### src/rtl/multi_cycle_cu.sv
// Multi-cycle control sequencer for a MIPS-subset core with a shared ALU and a
// unified memory port. Moore FSM with mem_ready handshakes and a retire counter.
module multi_cycle_cu #(
  parameter int unsigned CNT_W = 32
) (
  input  logic             clk,
  input  logic             reset,
  input  logic [5:0]       opcode,
  input  logic             mem_ready,
  output logic             pc_we,
  output logic             branch,
  output logic             iord,
  output logic             mem_rd,
  output logic             mem_we,
  output logic             ir_we,
  output logic             reg_we,
  output logic             wreg_dst_sel,
  output logic             wrbck_sel,
  output logic             alu_srca,
  output logic [1:0]       alu_srcb,
  output logic [1:0]       aluop,
  output logic [1:0]       pc_src,
  output logic             retire,
  output logic             illegal_op,
  output logic [CNT_W-1:0] retired_cnt,
  output logic [3:0]       state_debug
);

  localparam logic [5:0] OP_RTYPE = 6'b000000;
  localparam logic [5:0] OP_J     = 6'b000010;
  localparam logic [5:0] OP_BEQ   = 6'b000100;
  localparam logic [5:0] OP_ADDI  = 6'b001000;
  localparam logic [5:0] OP_LW    = 6'b100011;
  localparam logic [5:0] OP_SW    = 6'b101011;

  typedef enum logic [3:0] {
    S_FETCH   = 4'd0,
    S_DECODE  = 4'd1,
    S_MEMADR  = 4'd2,
    S_MEMRD   = 4'd3,
    S_MEMWB   = 4'd4,
    S_MEMWR   = 4'd5,
    S_EXECUTE = 4'd6,
    S_ALUWB   = 4'd7,
    S_BRANCH  = 4'd8,
    S_ADDIEX  = 4'd9,
    S_ADDIWB  = 4'd10,
    S_JUMP    = 4'd11
  } state_t;

  state_t state;
  state_t state_next;

  // State register; reset aborts any in-flight instruction
  always_ff @(posedge clk) begin
    if (reset) state <= S_FETCH;
    else       state <= state_next;
  end

  // Next-state logic
  always_comb begin
    state_next = S_FETCH;
    case (state)
      S_FETCH:  state_next = mem_ready ? S_DECODE : S_FETCH;
      S_DECODE: begin
        case (opcode)
          OP_LW, OP_SW: state_next = S_MEMADR;
          OP_RTYPE:     state_next = S_EXECUTE;
          OP_BEQ:       state_next = S_BRANCH;
          OP_ADDI:      state_next = S_ADDIEX;
          OP_J:         state_next = S_JUMP;
          default:      state_next = S_FETCH;
        endcase
      end
      S_MEMADR:  state_next = (opcode == OP_SW) ? S_MEMWR : S_MEMRD;
      S_MEMRD:   state_next = mem_ready ? S_MEMWB : S_MEMRD;
      S_MEMWR:   state_next = mem_ready ? S_FETCH : S_MEMWR;
      S_EXECUTE: state_next = S_ALUWB;
      S_ADDIEX:  state_next = S_ADDIWB;
      default:   state_next = S_FETCH;
    endcase
  end

  // Moore outputs (FETCH/MEMWR handshakes qualified by mem_ready)
  always_comb begin
    pc_we        = 1'b0;
    branch       = 1'b0;
    iord         = 1'b0;
    mem_rd       = 1'b0;
    mem_we       = 1'b0;
    ir_we        = 1'b0;
    reg_we       = 1'b0;
    wreg_dst_sel = 1'b0;
    wrbck_sel    = 1'b0;
    alu_srca     = 1'b0;
    alu_srcb     = 2'b00;
    aluop        = 2'b00;
    pc_src       = 2'b00;
    retire       = 1'b0;
    illegal_op   = 1'b0;
    case (state)
      S_FETCH: begin
        mem_rd   = 1'b1;
        alu_srcb = 2'b01;
        ir_we    = mem_ready;
        pc_we    = mem_ready;
      end
      S_DECODE: begin
        alu_srcb = 2'b11;
        case (opcode)
          OP_LW, OP_SW, OP_RTYPE, OP_BEQ, OP_ADDI, OP_J: illegal_op = 1'b0;
          default:                                       illegal_op = 1'b1;
        endcase
      end
      S_MEMADR: begin
        alu_srca = 1'b1;
        alu_srcb = 2'b10;
      end
      S_MEMRD: begin
        mem_rd = 1'b1;
        iord   = 1'b1;
      end
      S_MEMWB: begin
        reg_we    = 1'b1;
        wrbck_sel = 1'b1;
        retire    = 1'b1;
      end
      S_MEMWR: begin
        iord   = 1'b1;
        mem_we = 1'b1;
        retire = mem_ready;
      end
      S_EXECUTE: begin
        alu_srca = 1'b1;
        aluop    = 2'b10;
      end
      S_ALUWB: begin
        reg_we       = 1'b1;
        wreg_dst_sel = 1'b1;
        retire       = 1'b1;
      end
      S_BRANCH: begin
        alu_srca = 1'b1;
        aluop    = 2'b01;
        pc_src   = 2'b01;
        branch   = 1'b1;
        retire   = 1'b1;
      end
      S_ADDIEX: begin
        alu_srca = 1'b1;
        alu_srcb = 2'b10;
      end
      S_ADDIWB: begin
        reg_we = 1'b1;
        retire = 1'b1;
      end
      S_JUMP: begin
        pc_src = 2'b10;
        pc_we  = 1'b1;
        retire = 1'b1;
      end
      default: ;
    endcase
  end

  // Retired-instruction counter, free-running wrap
  always_ff @(posedge clk) begin
    if (reset)       retired_cnt <= '0;
    else if (retire) retired_cnt <= retired_cnt + CNT_W'(1);
  end

  assign state_debug = state;

endmodule

### config.mk
export PLATFORM = sky130hd
export DESIGN_NAME = multi_cycle_cu
export DESIGN_NICKNAME = d
export VERILOG_FILES = /design/src/rtl/multi_cycle_cu.sv
export SDC_FILE = /design/constraint.sdc
export NUM_CORES = 1
export LEC_CHECK = 0
export ABC_CLOCK_PERIOD_IN_PS = 4800
export CAP_MARGIN = 0
export CORE_MARGIN = 2
export CORE_UTILIZATION = 50
export CTS_CLUSTER_DIAMETER = 80
export DETAILED_ROUTE_END_ITERATION = 12
export HOLD_SLACK_MARGIN = 0.08
export PLACE_DENSITY_LB_ADDON = 0.08
export SLEW_MARGIN = 20
export SYNTH_ARGS = -nofsm -noshare
export SYNTH_HDL_FRONTEND = slang
export SYNTH_SLANG_ARGS = --single-unit
### constraint.sdc
create_clock -name clk -period 4.8 [get_ports clk]
set_clock_uncertainty 0.1 [all_clocks]
set_input_delay 0.72 -clock clk [delete_from_list [all_inputs] [get_ports clk]]
set_output_delay 0.72 -clock clk [all_outputs]
set_load 0.01 [all_outputs]
==> metrics.md, run 1 <==
| Metric | Value |
|---|---|
| WL final | `5.18 mm` |
| Hold buffer count at cts | `0` |
| Final Max Tran Viols | `0` |
| Die Ht | `between 60 and 70 microns` |
| RSZ-0062 raised after global routing | `no` |
| Setup TNS | `0 ns` |
| Clock sinks | `36` |
| Syn_area_per_cell | `around 8.1 sq um` |
| CTS buffer count | `5` |
| Kind of cell with the highest combined delay on the critical path | `buffers and inverters` |
| Post-cts sizing count | `0` |
| Clk Tree Root Cell | `clkbuf_8` |
| Vias | `between 2000 and 2500` |
| Reg2Reg Capture Point | `retired_cnt[28]` |
| Most frequent CP cell | `clkdlybuf4s50_1` |
| Initial drt markers | `177` |
| Lkg Pwr | `~0.0009 uW` |
| Vias in the first global route | `~1800` |
| Total chip power | `approximately 560 uW` |
| Number of synthesized flops with an enable pin | `0` |
| Average wire per standard cell | `about 14 microns` |
| Tcrit/Tclk final | `about 70%` |
| Crit-path max cell delay | `approximately 0.58 ns` |
| Port bufs | `between 60 and 70` |
| Area Growth Syn to Fin | `32.8%` |
| Placement Rows | `23` |
| Synthesis-stage register bit count | `36` |
| CP Buf/Inv Count | `2` |
| Setup Buffers After CTS | `0` |
| Synth Warn # | `0` |
| Final nets | `around 320` |
| Run status | `finished, final reports clean` |
| Cell taking the most area after synthesis | `dfxtp_1` |
| Most frequent cell after synthesis | `dfxtp_1` |
| Maximum vdd drop | `137 uV` |
| DR pass1 iterations | `4` |
| Pwr Density | `between 200 and 250 nW/um^2` |
| Final hold vios | `0` |
| Final core utilization | `between 60% and 70%` |
| Proportion of layout cells with a drive suffix above 1 | `about 7%` |
| Syn Nets | `between 200 and 300` |
| CP max FO | `8` |
| Antenna Cells | `0` |
| Worst R2R Path Depth | `5` |
| Cell-by-cell trace of the critical path | `clkdlybuf4s50_1 > xor2_1 > o21ai_0 > nor4_1 > nor4b_1 > clkdlybuf4s50_1` |
| Dominant synthesized flop cell | `dfxtp_1` |
| Skew-Pair Late Insertion Delay | `slightly below 0.3 ns` |
| Final setup vio count | `0` |
| Mapped Cells | `259` |
| Post-route cell area | `around 2800 sq um` |
| Final GP Congestion | `roughly 0.81` |
| Synth area leaders | `dfxtp_1, a21oi_1, nor2_1` |
| WP data arrival | `2.55 ns` |
| Drt drc | `0` |
| Ys async rst share | `0%` |
| Critical path launch point type | `input pin` |
| WP data required | `about 4.0 ns` |
| Worst path slowest cell | `clkdlybuf4s50_1` |
| Tmin final | `3.37 ns` |
| Max capacitance violation total | `0` |
| Die area | `about 4700 sq um` |
| Largest net degree at the start of global routing | `35` |
| Slew @ Worst Pin | `0.567 ns` |
| Core Footprint | `4030 sq um` |
| Critical R2R Launch | `state_debug[1]` |
| Max_slew headroom | `between 60% and 70%` |
| Die W | `68.8 microns` |
| Post-synth cell types | `49` |
| WHS | `between 0.3 and 0.4 ns` |
| GRT Resource Usage Total | `a little under a quarter` |
| CTS max path bufs | `2` |
| Crit path launch | `opcode[3]` |
| Ports | `63` |
| Global-route wire length before repair | `about 8.4 mm` |
| Stages on the worst setup path | `6` |
| Initial antenna violation count | `0` |
| Worst Hold Class | `register to register` |
| Placement-stage cell area | `2700 sq um` |
| Kind of critical path | `input pin to output port` |
| Most frequent cells after synthesis | `dfxtp_1, nor2_1, a21oi_1` |
| Reg2reg setup slack | `between 2 and 2.5 ns` |
| Syn Std Cell Area | `approximately 2100 sq um` |
| Critical Path Sink | `illegal_op` |
| Grt ovf | `0` |
| Seq/Total Area, Yosys | `between 30 and 40%` |
| Synth top area share | `34.3%` |
| Via/cell ratio | `~5.8` |
| Peak Freq | `between 0.2 and 0.3 GHz` |
| ANT nets after route | `0` |
| Worst Setup End Kind | `output port` |
| Clk slew on worst S/H paths | `about 0.080 ns` |
| Initial Utilization | `a little over half` |
| H-tree levels | `2` |
| CTS tree | `done` |
| Final HPWL DP | `around 3.7 mm` |
[power by group]
part,total [uW],internal (uW),switching [uW],leakage (uW)
Combinational,42.5,21.4,21.0,0.000554
Sequential,302,299,2.93,0.000290
Clock,215,101,114,0.0000479
[tightest hold or removal path, cell delays in order (launching register included)]
cell     delay (ns)
dfxtp_1        0.33
o31ai_1        0.06
a21oi_1        0.05
[registers in the layout (all words and copies together) (netlist names)]
name and count:
retired_cnt 32, state_debug 4
[area by class of cell]
class | count | area (sq um)
tap | 50 | 62.6
multi-input combinational | 206 | 1280
clock inverter | 3 | 18.8
clock buffer | 5 | 68.8
fill | 377 | 1240
inverter | 2 | 7.51
timing repair buffer | 63 | 628
sequential | 36 | 721
[per-stage QoR]
step,std cells,setup slack [ns]
after global routing,365,1.31
final,365,1.43
after floorplan,259,2.27
after detailed placement,357,1.41
after CTS,365,1.41
after global placement,357,1.48
[layout by cell type (no fill, tap or decap), types with 5 or more instances in the layout]
| cell type | Yosys | final |
|---|---|---|
| xor2_1 | 9 | 9 |
| nand4_1 | 7 | 7 |
| nand3_1 | 13 | 13 |
| clkdlybuf4s50_1 | 0 | 62 |
| nand2b_1 | 7 | 7 |
| and3_1 | 8 | 8 |
| or4_1 | 12 | 12 |
| nand2_1 | 15 | 15 |
| nor2_1 | 27 | 27 |
| a21oi_1 | 22 | 22 |
| xnor2_1 | 8 | 8 |
| clkbuf_8 | 0 | 5 |
| o31ai_1 | 12 | 12 |
| nor4_1 | 7 | 7 |
| nor3_1 | 5 | 5 |
| o21ai_0 | 12 | 12 |
| dfxtp_1 | 36 | 36 |
[routing by layer]
| metal | share of wire [%] | track usage (%) | up-vias |
|---|---|---|---|
| li1 | - | - | 1070 |
| met1 | 47 | 29.3 | 988 |
| met2 | 47 | 39.3 | 51 |
| met3 | 4.4 | 5.36 | 7 |
| met4 | 1.3 | 7.35 | 0 |
| met5 | 0 | 0 | - |
[logic make-up after synthesis]
family,Yosys count,synth area share [%]
AO/OA/AOI/OAI,59,17.6
flip-flops,36,34.3
multiplexers,4,1.97
buffers and inverters,17,4.59
AND/OR/NAND/NOR,125,33.8
XOR/XNOR,17,7.09
adder cells (fa/ha/maj),1,0.596
[worst min-delay path by stage]
stage,from,end,slack [ns],cells past startpoint
global route,retired_cnt[31],retired_cnt[31],0.40,2
detailed placement,retired_cnt[31],retired_cnt[31],0.38,2
CTS,retired_cnt[31],retired_cnt[31],0.39,2
global placement,retired_cnt[31],retired_cnt[31],0.36,2
finish,retired_cnt[31],retired_cnt[31],0.39,2
floorplan,retired_cnt[31],retired_cnt[31],0.40,2
(Power assumes the default switching activity.)
==> run 2, diff against run 1 <==
--- a/config.mk
+++ b/config.mk
@@ -5,10 +5,10 @@
 export SDC_FILE = /design/constraint.sdc
 export NUM_CORES = 1
 export LEC_CHECK = 0
-export ABC_CLOCK_PERIOD_IN_PS = 4800
+export ABC_CLOCK_PERIOD_IN_PS = 3010
 export CAP_MARGIN = 0
 export CORE_MARGIN = 2
-export CORE_UTILIZATION = 50
+export CORE_UTILIZATION = 43
 export CTS_CLUSTER_DIAMETER = 80
 export DETAILED_ROUTE_END_ITERATION = 12
 export HOLD_SLACK_MARGIN = 0.08
==> constraint.sdc (replaced) <==
create_clock -name clk -period 3.01 [get_ports clk]
set_clock_uncertainty 0.1 [all_clocks]
set_input_delay 0.4515 -clock clk [delete_from_list [all_inputs] [get_ports clk]]
set_output_delay 0.4515 -clock clk [all_outputs]
set_load 0.01 [all_outputs]
==> run 2 against run 1 <==
Effect of this change:
- via count up 2.1%
- largest power group unchanged
- sequential cell count unchanged
- die area up 15%
- sequential power up 59%
- final cell count up 6.6%
- worst hold slack worse by 0.0074 ns
- first-iteration DRC count down 46%
- highest routed layer unchanged
- non-clock buffer count up 7
- sequential share of layout area down 0.78 points
- global-route usage down 2.9 points
==> metrics.md, run 2 (synthesized netlist as in run 1, its figures left out) <==
| Metric | Value |
|---|---|
| Post-cts sizing count | `0 (unchanged)` |
| Final GP Congestion | `0.799 (-1.0%)` |
| Hold buffer count at cts | `0 (unchanged)` |
| Via/cell ratio | `5.56 (-4.2%)` |
| Lkg Pwr | `0.000932 uW (+4.5%)` |
| Pwr Density | `313 nW/um^2 (+56%)` |
| Kind of critical path | `register to output port` |
| Placed Cells | `381 (+6.7%)` |
| Max_slew headroom | `54.6% (-7.6 points)` |
| Most frequent cells in the layout | `clkdlybuf4s50_1, dfxtp_1, nor2_1, a21oi_1, nand2_1` |
| Worst R2R Path Depth | `5 (unchanged)` |
| Fillers | `427 (+13%)` |
| Global-route wire length before repair | `8.80 mm (+4.4%)` |
| H-tree levels | `2 (unchanged)` |
| CTS max path bufs | `2 (unchanged)` |
| WP data arrival | `2.22 ns (-0.33 ns)` |
| Clk slew on worst S/H paths | `0.07 ns (about the same)` |
| Reg2reg setup slack | `0.62 ns (-1.57 ns)` |
| Hold path start | `retired_cnt[31]` |
| Hold depth | `2 (unchanged)` |
| Multi-input logic area | `1280 sq um (unchanged)` |
| CTS buffer count | `5 (unchanged)` |
| Slew @ Worst Pin | `0.679 ns (+0.112 ns)` |
| Initial antenna violation count | `0 (unchanged)` |
| Die Ht | `73.9 microns (+7.4%)` |
| Placement Rows | `25 (+8.7%)` |
| Most common cell after layout, fill and taps aside | `clkdlybuf4s50_1` |
| Peak Freq | `between 0.3 and 0.4 GHz` |
| Worst Setup End Kind | `output port` |
| Final core utilization | `60.9% (-8.3 points)` |
| DR pass1 iterations | `6 (+2)` |
| WL final | `5.16 mm (-0.42%)` |
| Top sig layer | `met4` |
| Total chip power | `899 uW (+61%)` |
| Die W | `73.9 microns (+7.4%)` |
| Area Growth Syn to Fin | `36.9%` |
| Reg2Reg Capture Point | `retired_cnt[23]` |
| Clock sinks | `36 (unchanged)` |
| Metal3 WL | `198 microns (-14%)` |
| Placement-stage cell area | `2790 sq um (+3.2%)` |
| Final Max Tran Viols | `0 (unchanged)` |
| Proportion of layout cells with a drive suffix above 1 | `9.01% (+2.0 points)` |
| Max capacitance violation total | `0 (unchanged)` |
| WP data required | `2.46 ns (-1.52 ns)` |
| Tcrit/Tclk final | `around 92%` |
| Post-Layout Cell Count | `389 (+6.6%)` |
| Final nets | `331 (+2.2%)` |
| Setup TNS | `0 ns (unchanged)` |
| Hold Path End | `retired_cnt[31]` |
| CTS tree | `done` |
| RSZ-0062 raised after global routing | `no` |
| Tmin final | `between 2 and 3 ns` |
| Worst Hold Class | `register to register` |
| Critical path launch point type | `register` |
| Vias | `2161 (+2.1%)` |
| Drt drc | `0 (unchanged)` |
| Setup Buffers After CTS | `0 (unchanged)` |
| Skew-Pair Late Insertion Delay | `0.29 ns (about the same)` |
| Max reg flops | `32 (unchanged)` |
| Met1 Wirelength | `2.50 mm (+2.0%)` |
| ANT nets after route | `0 (unchanged)` |
| Average wire per standard cell | `13.3 microns (-6.6%)` |
| Largest net degree at the start of global routing | `21 (-40%)` |
| Most flops, register | `retired_cnt` |
| Initial Utilization | `44.5% (-7.7 points)` |
| CP max FO | `15 (+7)` |
| Final hold vios | `0 (unchanged)` |
| Run status | `finished, final reports clean` |
| Ports | `63 (unchanged)` |
| Maximum vdd drop | `258 uV (+88%)` |
| GRT Resource Usage Total | `20.4% (-2.9 points)` |
| Final setup vio count | `0 (unchanged)` |
| Vias in the first global route | `1905 (+3.8%)` |
| Clk Tree Root Cell | `clkbuf_8` |
| Antenna Cells | `0 (unchanged)` |
| Routed wl met2 | `2.40 mm (-1.1%)` |
| Final HPWL DP | `3.75 mm (+0.49%)` |
| Core Footprint | `4720 sq um (+17%)` |
| Critical R2R Launch | `state_debug[0]` |
| Grt ovf | `0 (unchanged)` |
| Port bufs | `62 (unchanged)` |
| Initial drt markers | `96 (-46%)` |
| Die area | `5460 sq um (+15%)` |
| Reg area | `721 sq um (unchanged)` |
| Post-route cell area | `2880 sq um (+3.1%)` |
## run 2: cell types whose count changed in the layout (fill, tap and decap cells not counted)
cell    change
buf_12      +1
buf_4       +6
## run 2: worst max-delay path by stage
stage                   start    endpoint  slack (ns)  cells after the start
3_3_place_gp        opcode[3]  illegal_op        0.30                      7
6_report       state_debug[0]      retire        0.24                      5
2_1_floorplan  state_debug[2]       pc_we        0.87                      4
5_1_grt        state_debug[0]      retire        0.04                      5
3_5_place_dp        opcode[3]  illegal_op        0.29                      7
4_1_cts        state_debug[0]      retire        0.22                      5
## run 2: routing by layer
| metal | track usage, % | up-vias |
|---|---|---|
| met5 | 0 | - |
| met2 | 32.5 | 47 |
| li1 | - | 1089 |
| met3 | 4.66 | 5 |
| met1 | 27.1 | 1020 |
| met4 | 6.46 | 0 |
## run 2: power breakdown
part | leakage (uW) | total [uW] | switching [uW] | internal, uW
logic | 0.000594 | 74.1 | 35.9 | 38.2
clock network | 0.0000479 | 344 | 183 | 161
registers | 0.000290 | 481 | 3.85 | 477
## run 2: cell type report
cell class	instances	area share [%]
multi-input cells	206	44.6
flip-flops and latches	36	25.1
repair buffers	70	24.1
well taps	67	2.92
clock buffers	5	2.39
clock inverters	3	0.653
inverters	2	0.261
## run 2: worst max-delay path: stages, from the launching register on
cell	delay, ns
dfxtp_1	0.63
nor2b_1	0.23
o21ai_0	0.26
nand3_1	0.19
inv_1	0.09
clkdlybuf4s50_1	0.53
## run 2: through the flow
step,setup slack (ns),hold WS [ns]
global placement,0.297,0.363
floorplan,0.868,0.396
detailed placement,0.289,0.374
CTS,0.223,0.386
global route,0.0366,0.434
finish,0.242,0.380
==> run 3, diff against run 2 <==
--- a/config.mk
+++ b/config.mk
@@ -7,6 +7,7 @@
 export LEC_CHECK = 0
 export ABC_CLOCK_PERIOD_IN_PS = 3010
 export CAP_MARGIN = 0
+export CORE_ASPECT_RATIO = 0.7
 export CORE_MARGIN = 2
 export CORE_UTILIZATION = 43
 export CTS_CLUSTER_DIAMETER = 80
==> run 3 against run 2 <==
Effect of this change:
- worst setup slack better by 0.057 ns
- critical path type is now input pin to output port
- design area is 0.52% lower
- core utilization is 0.40 points lower
- worst hold slack better by 0.0032 ns
- total power is 0.92% higher
==> metrics.md, run 3 (synthesized netlist as in run 1, its figures left out) <==
| Metric | Value |
|---|---|
| CP max FO | `4 (-11)` |
| Final Max Tran Viols | `0 (unchanged)` |
| Final GP Congestion | `0.860 (+7.7%)` |
| Drt drc | `0 (unchanged)` |
| Global-route wire length before repair | `8.96 mm (+1.8%)` |
| Final worst setup slack | `0.300 ns (+0.0574 ns)` |
| Initial Utilization | `44.4% (-0.059 points)` |
| Lkg Pwr | `0.000930 uW (-0.19%)` |
| Sequential share of power | `52.8% (-0.7 points)` |
| Max_slew headroom | `66.9% (+12 points)` |
| Initial drt markers | `172 (+79%)` |
| Switch Pwr | `205 uW (-7.6%)` |
| Total chip power | `907 uW (+0.92%)` |
| Skew-Pair Late Insertion Delay | `0.28 ns (about the same)` |
| Worst Setup End Kind | `output port` |
| WP data required | `2.46 ns (about the same)` |
| Clock share of power | `38.8% (+0.6 points)` |
| Initial antenna violation count | `0 (unchanged)` |
| Slew @ Worst Pin | `0.496 ns (-0.183 ns)` |
| Hold depth | `2 (unchanged)` |
| Final nets | `332 (+0.30%)` |
| Run status | `finished, final reports clean` |
| Grt ovf | `0 (unchanged)` |
| Final setup vio count | `0 (unchanged)` |
| WP data arrival | `2.16 ns (-0.06 ns)` |
| Final hold vios | `0 (unchanged)` |
| Port bufs | `62 (unchanged)` |
| Max reg flops | `32 (unchanged)` |
| Antenna Cells | `0 (unchanged)` |
| Via/cell ratio | `5.63 (+1.4%)` |
| Final core utilization | `60.5% (-0.40 points)` |
| Post-cts sizing count | `0 (unchanged)` |
| Placement Setup Slack | `0.292 ns (+0.00305 ns)` |
| Die Ht | `62.5 microns (-15%)` |
| Gate power share | `8.4% (+0.2 points)` |
| Placement Rows | `21 (-16%)` |
| CTS buffer count | `5 (unchanged)` |
| Tcrit/Tclk final | `90.0% (-1.9 points)` |
| ANT nets after route | `0 (unchanged)` |
| H-tree levels | `2 (unchanged)` |
| Final HPWL DP | `3.96 mm (+5.4%)` |
| Largest net degree at the start of global routing | `35 (+67%)` |
| Critical path launch point type | `input pin` |
| Most common cell after layout, fill and taps aside | `clkdlybuf4s50_1` |
| Most frequent cells in the layout | `clkdlybuf4s50_1, dfxtp_1, nor2_1, a21oi_1, nand2_1` |
| DR pass1 iterations | `4 (-2)` |
| Hold buffer count at cts | `0 (unchanged)` |
| Average wire per standard cell | `14.1 microns (+6.6%)` |
| Clk Tree Root Cell | `clkbuf_8` |
| Hold path start | `retired_cnt[31]` |
| Placement-stage cell area | `2770 sq um (-0.63%)` |
| Kind of critical path | `input pin to output port` |
| Setup Buffers After CTS | `0 (unchanged)` |
| CTS tree | `done` |
| Switch share | `22.7% (-2.1 points)` |
| Worst Hold Class | `register to register` |
| Area Growth Syn to Fin | `36.2%` |
| Reg2Reg Capture Point | `retired_cnt[19]` |
| Core Footprint | `4730 sq um (+0.13%)` |
| Hold Path End | `retired_cnt[31]` |
| WL final | `5.37 mm (+4.2%)` |
| Maximum vdd drop | `294 uV (+14%)` |
| Die W | `87.5 microns (+18%)` |
| Max capacitance violation total | `0 (unchanged)` |
| Ports | `63 (unchanged)` |
| Worst R2R Path Depth | `6 (+1)` |
| Proportion of layout cells with a drive suffix above 1 | `8.67% (-0.34 points)` |
| Peak Freq | `0.369 GHz (+2.1%)` |
| Post-route cell area | `2860 sq um (-0.52%)` |
| Vias | `2141 (-0.93%)` |
| Setup TNS | `0 ns (unchanged)` |
| CTS max path bufs | `2 (unchanged)` |
| P_int | `702 uW (+3.7%)` |
| RSZ-0062 raised after global routing | `no` |
| Clock sinks | `36 (unchanged)` |
| Critical R2R Launch | `state_debug[3]` |
| Vias in the first global route | `1839 (-3.5%)` |
| Reg2reg setup slack | `0.70 ns (+0.08 ns)` |
| GRT Resource Usage Total | `20.5% (+0.11 points)` |
| Clk slew on worst S/H paths | `0.07 ns (about the same)` |
| Pwr Density | `317 nW/um^2 (+1.5%)` |
| Tmin final | `2.71 ns (-0.0574 ns)` |
| Die area | `5470 sq um (+0.16%)` |
| Most flops, register | `retired_cnt` |
## run 3: cell count changes in the layout (fill, tap and decap cells not counted)
| cell | previous run | this run |
|---|---|---|
| clkbuf_8 | 5 | 6 |
| clkbuf_1 | 0 | 2 |
| buf_12 | 1 | 0 |
| clkinv_4 | 1 | 0 |
| buf_4 | 7 | 9 |
| clkinv_2 | 2 | 0 |
## run 3: per-layer routing
metal	part of all wire, %	track usage (%)	vias up
li1	-	-	1087
met1	54	32.9	987
met2	40	26.9	63
met3	5.1	4.49	4
met4	0.71	5.19	0
met5	0	0	-
## run 3: power groups by stage
stage	clock, uW	combinational (uW)	sequential [uW]
after floorplan	0	37.0	490
after global placement	0	74.8	490
after detailed placement	0	75.2	490
after CTS	359	75.4	479
after global routing	387	82.4	479
final	352	75.8	479
## run 3: how the worst max path moves through the flow
stage,from,endpoint,slack [ns],cells after the start
floorplan,state_debug[2],pc_we,0.87,4
global placement,opcode[2],illegal_op,0.34,6
detailed placement,opcode[3],illegal_op,0.29,6
CTS,opcode[3],illegal_op,0.29,6
global route,state_debug[2],pc_we,0.12,4
finish,opcode[2],illegal_op,0.30,6
## run 3: stage by stage
step                      hold slack, ns  instances
after CTS                          0.384        380
after global placement             0.367        372
final                              0.383        380
after detailed placement           0.374        372
after global routing               0.419        380
after floorplan                    0.396        259
## run 3: critical path: stages
cell and delay (ns):
clkdlybuf4s50_1 0.48, xor2_1 0.17, o21ai_0 0.15, nor4_1 0.09
nor4b_1 0.24, clkdlybuf4s50_1 0.58
## run 3: cell type report
class	count	area, sq um
sequential	36	721
inverter	2	7.51
tap	57	71.3
multi-input combinational	206	1280
clock buffer	8	90.1
timing repair buffer	71	688
fill	440	1870
